### src/rtl/meter_pkg.sv
// Shared definitions for the clock period meter: FSM encoding, default
// counter width and averaging depth.
package meter_pkg;

  localparam int DEF_CNT_W = 13;
  localparam int AVG_LOG2  = 2;

  typedef enum logic [1:0] {
    ST_IDLE      = 2'b00,
    ST_WAIT_RISE = 2'b01,
    ST_MEASURE   = 2'b10
  } meter_state_e;

endpackage

### src/rtl/sig_edge_sync.sv
// Synchronizer chain plus edge detector for a slow asynchronous input.
// rise_det/fall_det are registered single-cycle pulses.
module sig_edge_sync #(
  parameter int SYNC_STAGES = 2
) (
  input  logic clk,
  input  logic rst_n,
  input  logic sig_in,
  output logic rise_det,
  output logic fall_det
);

  logic [SYNC_STAGES-1:0] sync_q, sync_d;
  logic                   hist_q, hist_d;
  logic                   rise_q, rise_d;
  logic                   fall_q, fall_d;

  always_comb begin
    sync_d = {sync_q[SYNC_STAGES-2:0], sig_in};
    hist_d = sync_q[SYNC_STAGES-1];
    rise_d = sync_q[SYNC_STAGES-1] & ~hist_q;
    fall_d = ~sync_q[SYNC_STAGES-1] & hist_q;
  end

  always_ff @(posedge clk or negedge rst_n) begin
    if (!rst_n) begin
      sync_q <= '0;
      hist_q <= 1'b0;
      rise_q <= 1'b0;
      fall_q <= 1'b0;
    end else begin
      sync_q <= sync_d;
      hist_q <= hist_d;
      rise_q <= rise_d;
      fall_q <= fall_d;
    end
  end

  assign rise_det = rise_q;
  assign fall_det = fall_q;

endmodule

### src/rtl/clock_period_meter.sv
// Measures period and high time of a slow square wave in clk cycles.
// Define PERIOD_AVG_EN to report the floor average of 4 consecutive periods.
module clock_period_meter
  import meter_pkg::*;
#(
  parameter int CNT_W       = DEF_CNT_W,
  parameter int SYNC_STAGES = 2
) (
  input  logic             clk,
  input  logic             rst_n,
  input  logic             enable,
  input  logic             sig_in,
  output logic [CNT_W-1:0] period,
  output logic [CNT_W-1:0] high_time,
  output logic             meas_valid,
  output logic             overflow,
  output meter_state_e     dbg_state
);

  localparam logic [CNT_W-1:0] CNT_ONE   = CNT_W'(1);
  // Last count that still leaves room for cnt+1 without wrapping.
  localparam logic [CNT_W-1:0] CNT_LIMIT = ~CNT_W'(1);

  logic rise_det, fall_det;

  sig_edge_sync #(.SYNC_STAGES(SYNC_STAGES)) u_sync (
    .clk      (clk),
    .rst_n    (rst_n),
    .sig_in   (sig_in),
    .rise_det (rise_det),
    .fall_det (fall_det)
  );

  meter_state_e     state_q, state_d;
  logic [CNT_W-1:0] cnt_q, cnt_d, cnt_inc;
  logic [CNT_W-1:0] hi_cap_q, hi_cap_d;
  logic [CNT_W-1:0] period_q, period_d;
  logic [CNT_W-1:0] high_q, high_d;
  logic             valid_q, valid_d;
  logic             ovf_q, ovf_d;
  logic             take_rise, clear_avg;
  logic             rpt_valid;
  logic [CNT_W-1:0] rpt_period, rpt_high;

  assign cnt_inc = cnt_q + CNT_ONE;

  always_comb begin
    state_d   = state_q;
    cnt_d     = cnt_q;
    hi_cap_d  = hi_cap_q;
    ovf_d     = ovf_q;
    take_rise = 1'b0;
    clear_avg = 1'b0;
    if (!enable) begin
      state_d   = ST_IDLE;
      cnt_d     = '0;
      clear_avg = 1'b1;
    end else begin
      case (state_q)
        ST_IDLE: begin
          state_d = ST_WAIT_RISE;
          cnt_d   = '0;
        end
        ST_WAIT_RISE: begin
          if (rise_det) begin
            state_d = ST_MEASURE;
            cnt_d   = '0;
          end
        end
        ST_MEASURE: begin
          cnt_d = cnt_inc;
          if (fall_det) hi_cap_d = cnt_inc;
          // A rise on the threshold cycle still counts as a valid period.
          if (rise_det) begin
            cnt_d     = '0;
            ovf_d     = 1'b0;
            take_rise = 1'b1;
          end else if (cnt_q == CNT_LIMIT) begin
            state_d   = ST_WAIT_RISE;
            cnt_d     = '0;
            ovf_d     = 1'b1;
            clear_avg = 1'b1;
          end
        end
        default: begin
          state_d = ST_IDLE;
          cnt_d   = '0;
        end
      endcase
    end
  end

`ifdef PERIOD_AVG_EN
  localparam int ACC_W = CNT_W + AVG_LOG2;
  localparam logic [AVG_LOG2-1:0] AVG_ONE = AVG_LOG2'(1);

  logic [ACC_W-1:0]    acc_p_q, acc_p_d, acc_h_q, acc_h_d, p_sum, h_sum;
  logic [AVG_LOG2-1:0] avg_cnt_q, avg_cnt_d;

  assign p_sum = acc_p_q + {{AVG_LOG2{1'b0}}, cnt_inc};
  assign h_sum = acc_h_q + {{AVG_LOG2{1'b0}}, hi_cap_q};

  always_comb begin
    acc_p_d    = acc_p_q;
    acc_h_d    = acc_h_q;
    avg_cnt_d  = avg_cnt_q;
    rpt_valid  = 1'b0;
    rpt_period = p_sum[ACC_W-1:AVG_LOG2];
    rpt_high   = h_sum[ACC_W-1:AVG_LOG2];
    if (clear_avg) begin
      acc_p_d   = '0;
      acc_h_d   = '0;
      avg_cnt_d = '0;
    end else if (take_rise) begin
      if (avg_cnt_q == '1) begin
        rpt_valid = 1'b1;
        acc_p_d   = '0;
        acc_h_d   = '0;
        avg_cnt_d = '0;
      end else begin
        acc_p_d   = p_sum;
        acc_h_d   = h_sum;
        avg_cnt_d = avg_cnt_q + AVG_ONE;
      end
    end
  end

  always_ff @(posedge clk or negedge rst_n) begin
    if (!rst_n) begin
      acc_p_q   <= '0;
      acc_h_q   <= '0;
      avg_cnt_q <= '0;
    end else begin
      acc_p_q   <= acc_p_d;
      acc_h_q   <= acc_h_d;
      avg_cnt_q <= avg_cnt_d;
    end
  end
`else
  always_comb begin
    rpt_valid  = take_rise;
    rpt_period = cnt_inc;
    rpt_high   = hi_cap_q;
  end
`endif

  always_comb begin
    valid_d  = rpt_valid;
    period_d = rpt_valid ? rpt_period : period_q;
    high_d   = rpt_valid ? rpt_high : high_q;
  end

  always_ff @(posedge clk or negedge rst_n) begin
    if (!rst_n) begin
      state_q  <= ST_IDLE;
      cnt_q    <= '0;
      hi_cap_q <= '0;
      period_q <= '0;
      high_q   <= '0;
      valid_q  <= 1'b0;
      ovf_q    <= 1'b0;
    end else begin
      state_q  <= state_d;
      cnt_q    <= cnt_d;
      hi_cap_q <= hi_cap_d;
      period_q <= period_d;
      high_q   <= high_d;
      valid_q  <= valid_d;
      ovf_q    <= ovf_d;
    end
  end

  assign period     = period_q;
  assign high_time  = high_q;
  assign meas_valid = valid_q;
  assign overflow   = ovf_q;
  assign dbg_state  = state_q;

endmodule

### config.mk
export PLATFORM = sky130hd
export DESIGN_NAME = clock_period_meter
export DESIGN_NICKNAME = d
export VERILOG_FILES = /design/src/rtl/meter_pkg.sv /design/src/rtl/sig_edge_sync.sv /design/src/rtl/clock_period_meter.sv
export SDC_FILE = /design/constraint.sdc
export NUM_CORES = 1
export LEC_CHECK = 0
export ABC_AREA = 1
export CAP_MARGIN = 10
export CORE_AREA = 2 2 73 75
export DETAILED_ROUTE_END_ITERATION = 12
export DIE_AREA = 0 0 75 77
export PLACE_DENSITY_LB_ADDON = 0.2
export SLEW_MARGIN = 20
export SYNTH_ARGS = -nofsm -noshare
export SYNTH_HDL_FRONTEND = slang
export SYNTH_HIERARCHICAL = 1
export SYNTH_SLANG_ARGS = --single-unit
### constraint.sdc
create_clock -name clk -period 2 [get_ports clk]
set_clock_uncertainty 0.2 [all_clocks]
set_input_delay 0.3 -clock clk [delete_from_list [all_inputs] [get_ports clk]]
set_output_delay 0.3 -clock clk [all_outputs]
set_load 0.005 [all_outputs]
== After elaboration in Yosys (flattened, before gate mapping) ==
Cells that the tools add are included.

* Register bits after elaboration: 61
* Latch bits: 0
* Bits in writable memories: 0
* Output and inout port bits: 30
* Memories: 0
* Logic and storage cells: 42
* ROM bits: 0
* Input port bits: 4

* Bitwise gates (word level): 4
* Divide/modulo/power cells: 0
* Reductions and logical operators: 5
* Magnitude comparators: 0
* Add/subtract/negate cells: 1
* Multiplexer cells: 15
* Multiply operators: 0
* Equal/unequal tests: 6
* Shift-type cells: 0

{| class="wikitable"
|+ Operator list
! operator !! count
|-
| 13-bit two-way mux || 4
|-
| 13-bit case mux with 2 select lines || 1
|-
| 13-bit by 1-bit adder with 13-bit output, second input constant || 1
|-
| 13-bit == test, second input constant || 1
|-
| 3-bit AND reduction || 3
|-
| 2-bit two-way mux || 4
|-
| 3-bit inequality test, second input constant || 2
|-
| 2-bit case mux with 3 select lines || 1
|-
| 1-bit two-way mux || 5
|-
| 3-bit by 2-bit inequality test with 1-bit output, second input constant || 1
|-
| 1-bit bitwise AND || 2
|-
| 2-bit by 1-bit == test with 1-bit output, second input constant || 1
|-
| 2-bit == test, second input constant || 1
|-
| 2-bit logical NOT || 1
|-
| 1-bit inverter || 2
|-
| 2-bit nonzero test || 1
|}

== Logic depth before layout (Yosys ltp) ==
Gate-level depths: netlist of run 1.

* Word-level depth: 5
* Mapped depth: 9
* Mapped depth without buffers: 9

== Modules after synthesis ==
Netlist of run 1, hierarchy kept.

{| class="wikitable"
|+ By module, submodules not included
! module !! times used !! seq. area each (sq um) !! cells each !! area each (sq um)
|-
| clock_period_meter || 1 || 1,401.3 || 288 || 2,482.4
|-
| sig_edge_sync || 1 || 125.1 || 9 || 140.1
|}

== Least setup slack after synthesis of run 1 ==
No wires, ideal clock.

* Path type: reg-to-reg
* From: register cnt_q[0]
* To: register cnt_q[2]
* Arrival time: 1.176 ns
* Setup slack: 0.541 ns
* Clock period less this slack: 1.459 ns
* Setup time: 0.083 ns
* Required time: 1.717 ns
* Buffers on the path: 0
* Cell stages (with the launch flop): 7
* Cells stage by stage: dfrtp_1 -> ha_1 -> nand2_1 -> inv_1 -> nor2_1 -> o21ai_0 -> o21ai_0

* Cells in the longest elaborated chain, start to end: 5
* Elaborated cells between the ends (all ways): 6
* Those cells by class: add/sub (1); eq/ne (1); mux (4)

{| class="wikitable"
|+ RTL lines
! what !! RTL line !! RTL
|-
| from (decl) || clock_period_meter.sv:35 || <nowiki>logic [CNT_W-1:0] cnt_q, cnt_d, cnt_inc;</nowiki>
|-
| from (signal assigned) || clock_period_meter.sv:164 || <nowiki>cnt_q <= cnt_d;</nowiki>
|-
| 13-bit by 1-bit adder with 13-bit output or 13-bit == test (tied branches) || clock_period_meter.sv:45, clock_period_meter.sv:78 ||
|-
| 13-bit two-way mux * || clock_period_meter.sv:78 || <nowiki>end else if (cnt_q == CNT_LIMIT) begin</nowiki>
|-
| 13-bit two-way mux * || clock_period_meter.sv:74 || <nowiki>if (rise_det) begin</nowiki>
|-
| 13-bit case mux with 2 select lines * || clock_period_meter.sv:59 || <nowiki>case (state_q)</nowiki>
|-
| 13-bit two-way mux * || clock_period_meter.sv:54 || <nowiki>if (!enable) begin</nowiki>
|}

Mark *: on every way between the ends. The rest lies on a longest branch, timed or not.
A chain may end at the register's enable or synchronous reset.

== Final worst setup path of run 1 ==
* From: register state_q[1], in the netlist dbg_state[1]
* To: output port dbg_state[1]

{| class="wikitable"
|+ RTL lines
! what !! RTL line !! RTL
|-
| from (decl) || clock_period_meter.sv:34 || <nowiki>meter_state_e state_q, state_d;</nowiki>
|-
| from (signal assigned) || clock_period_meter.sv:163 || <nowiki>state_q <= state_d;</nowiki>
|-
| to (decl) || clock_period_meter.sv:17 || <nowiki>output meter_state_e dbg_state</nowiki>
|}

No word-level cell between the ends.

==> metrics.txt, run 1 <==
Hold Path Sink u_sync/sync_q[1]$_DFF_PN0_; ys async rst share 1.00; CP endpoint kind primary output; unrepaired setup endpoints after global routing no; Synth area leaders dfrtp_1 58%, nand2_1 19%, o21ai_0 3.6%; RR Startpoint cnt_q[0]$_DFFE_PN0P_; Final Wtd Congestion between 0.8 and 0.9; Hold Fails Final Rpt 0; CP max FO 3; Synth Area per Inst between 8 and 9 sq um; DR pass1 iterations 4; Critical-path top delay cell clkdlybuf4s50_1; Startpoint Class flop; critical path class reg -> out; synthesized flop and latch total about 60; WHS about 0.15 ns; cell family with most CP delay buffers and inverters; Initial DRC Count approximately 140; Crit path largest cell delay between 0.5 and 0.6 ns; clock buffer count from CTS 9; Wirelength per Cell around 13 microns; core area between 0.004 and 0.005 sq mm; first-pass GRT wire length slightly below 9 mm; CTS max path bufs 2; # rows 26; initial antenna violation count 0; Initial Utilization 0.527; Final nets ~350; top_reg_cell synth dfrtp_1; P_leak around 1.5 nW; number of synthesized flops with an enable pin 0; die span in x 75 microns; Slew HR 0.585; Root Driver clkbuf_8; H-tree depth 3; Max Clock Freq between 500 and 600 MHz; Skew-Pair Late Insertion Delay around 0.34 ns; post-CTS setup buffer count 0; fraction of layout cells with a size suffix above 1 0.131; post-synthesis instance total between 200 and 300; HP Class reg -> reg; final wirelength around 5.2 mm; Worst VDD drop roughly 600 uV; Synth Warn # 6; Tmin final 1.76 ns; count leader, synth nand2_1; fin. max-slew vios 0; Post-DRT Antenna Nets 0; CTS sink count 61; GR Overflow Total 0; Buf/Inv on CP 1; DR vias between 1.5k and 2k; Ports 34; Post-DP HPWL 3.65 mm; crit share post-route 0.880; Worst Path Required approximately 1.5 ns; DRC viols 0; hold path depth 0; status complete, no violations; Least-Margin Pin Slew 0.622 ns; die extent in y ~77 microns; Synth Net Count 303; worst r2r dst cnt_q[2]$_DFFE_PN0P_; CTS clk-pin slew, worst paths 0.07 ns; vias per cell approximately 4.8; maxcap violations 0; Final Setup Violations 0; Distinct cells, synth 23; vias in the first global route 1872; Post-synth top cells 131 x nand2_1, 61 x dfrtp_1, 19 x o21ai_0; cells on worst reg2reg path 6; post-synthesis cell area between 0.002 and 0.003 sq mm; largest area contributor in the netlist dfrtp_1; synth-to-layout area growth 22.5%; setup_tns 0 ns; register area share after synthesis 0.582; # diodes 0; Die Area between 0.005 and 0.006 sq mm; share of the synthesized area in the top cell type 0.582; pwr dens about 800 mW/mm^2; cell chain of the critical path clkdlybuf4s50_1; flop-to-flop setup slack roughly 0.25 ns; CTS tree built; worst hold start u_sync/sync_q[0]$_DFF_PN0_; largest net degree at the start of global routing 39; IO buf count 33; Total GRT Usage 0.204; CP arrival around 1.3 ns
layout make-up:
cell class	instances	area, sq um
Clock buffer	9	124
Clock inverter	7	66.3
Fill cell	459	1770
Inverter	20	75.1
Multi-Input combinational cell	208	947
Sequential cell	61	1530
Tap cell	70	87.6
Timing Repair Buffer	39	385
placed cells by master, fill, tap and decap left out, types with 7 or more instances in the layout:
cell type,count
inv_1,15
clkbuf_8,9
nand3_1,7
nor2_1,15
dfrtp_1,61
o21ai_1,8
clkdlybuf4s50_1,32
o21ai_0,19
nand2_1,131
kinds of logic after synthesis:
| logic type | after synthesis | synth area share |
|---|---|---|
| and+or+nand+nor | 170 | 0.273 |
| DFF | 61 | 0.582 |
| AOI/OAI and AO/OA | 35 | 0.0754 |
| buffers and inverters | 28 | 0.0568 |
| adders and majority gates | 2 | 0.00954 |
| xor gates and xnor gates | 1 | 0.00334 |
sequential cells by signal (all words and copies together) (netlist names):
signal	count
u_sync/hist_q	1
meas_valid	1
period	13
cnt_q	13
u_sync/fall_det	1
high_time	13
u_sync/rise_det	1
dbg_state	2
overflow	1
u_sync/sync_q	2
hi_cap_q	13
metal layers:
| metal | global-route usage | wire length (microns) |
|---|---|---|
| met1 | 0.285 | 2530 |
| met2 | 0.304 | 2420 |
| met3 | 0.0355 | 173 |
| met4 | 0.102 | 122 |
| met5 | 0 | 0 |
worst max-delay path by stage:
| stage | from | cells after the start | end |
|---|---|---|---|
| after CTS | dbg_state[1]$_DFFE_PN0P_ | 1 | dbg_state[1] |
| after detailed placement | enable | 5 | dbg_state[1]$_DFFE_PN0P_ |
| after global placement | enable | 5 | period[3]$_DFFE_PN0P_ |
| after global routing | cnt_q[0]$_DFFE_PN0P_ | 6 | cnt_q[2]$_DFFE_PN0P_ |
| final | dbg_state[1]$_DFFE_PN0P_ | 1 | dbg_state[1] |
| after floorplan | cnt_q[0]$_DFFE_PN0P_ | 6 | cnt_q[2]$_DFFE_PN0P_ |
power by group:
group	total, mW	internal (mW)	switching (mW)
Sequential	1.35	1.30	0.0451
Combinational	0.234	0.110	0.123
Clock	1.05	0.567	0.482
metrics by stage:
stage               power, mW  std cells  area, sq um  setup WS [ns]  utilization
detailed placement       1.61        397         3010         0.0250        0.605
floorplan                1.47        297         2620          0.541            -
finish                   2.63        414         3210          0.241        0.645
global route             2.74        414         3210          0.123        0.645
global placement         1.60        397         3010         0.0948        0.605
CTS                      2.66        414         3210          0.239        0.645
repair_timing:
| action | CTS | global route |
|---|---|---|
| resized for setup | 0 | 0 |
| hold endpoints to repair | 23 | 0 |
| hold buffers | 1 | 0 |
No activity file was read; power rests on OpenSTA's default activity.
==> run 2: changes to the inputs <==
--- a/config.mk
+++ b/config.mk
@@ -16,3 +16,4 @@
 export SYNTH_HDL_FRONTEND = slang
 export SYNTH_HIERARCHICAL = 1
 export SYNTH_SLANG_ARGS = --single-unit
+export TNS_END_PERCENT = 10
==> results of run 2 <==
The final DEF is identical to that of run 1; final timing and power are the same.
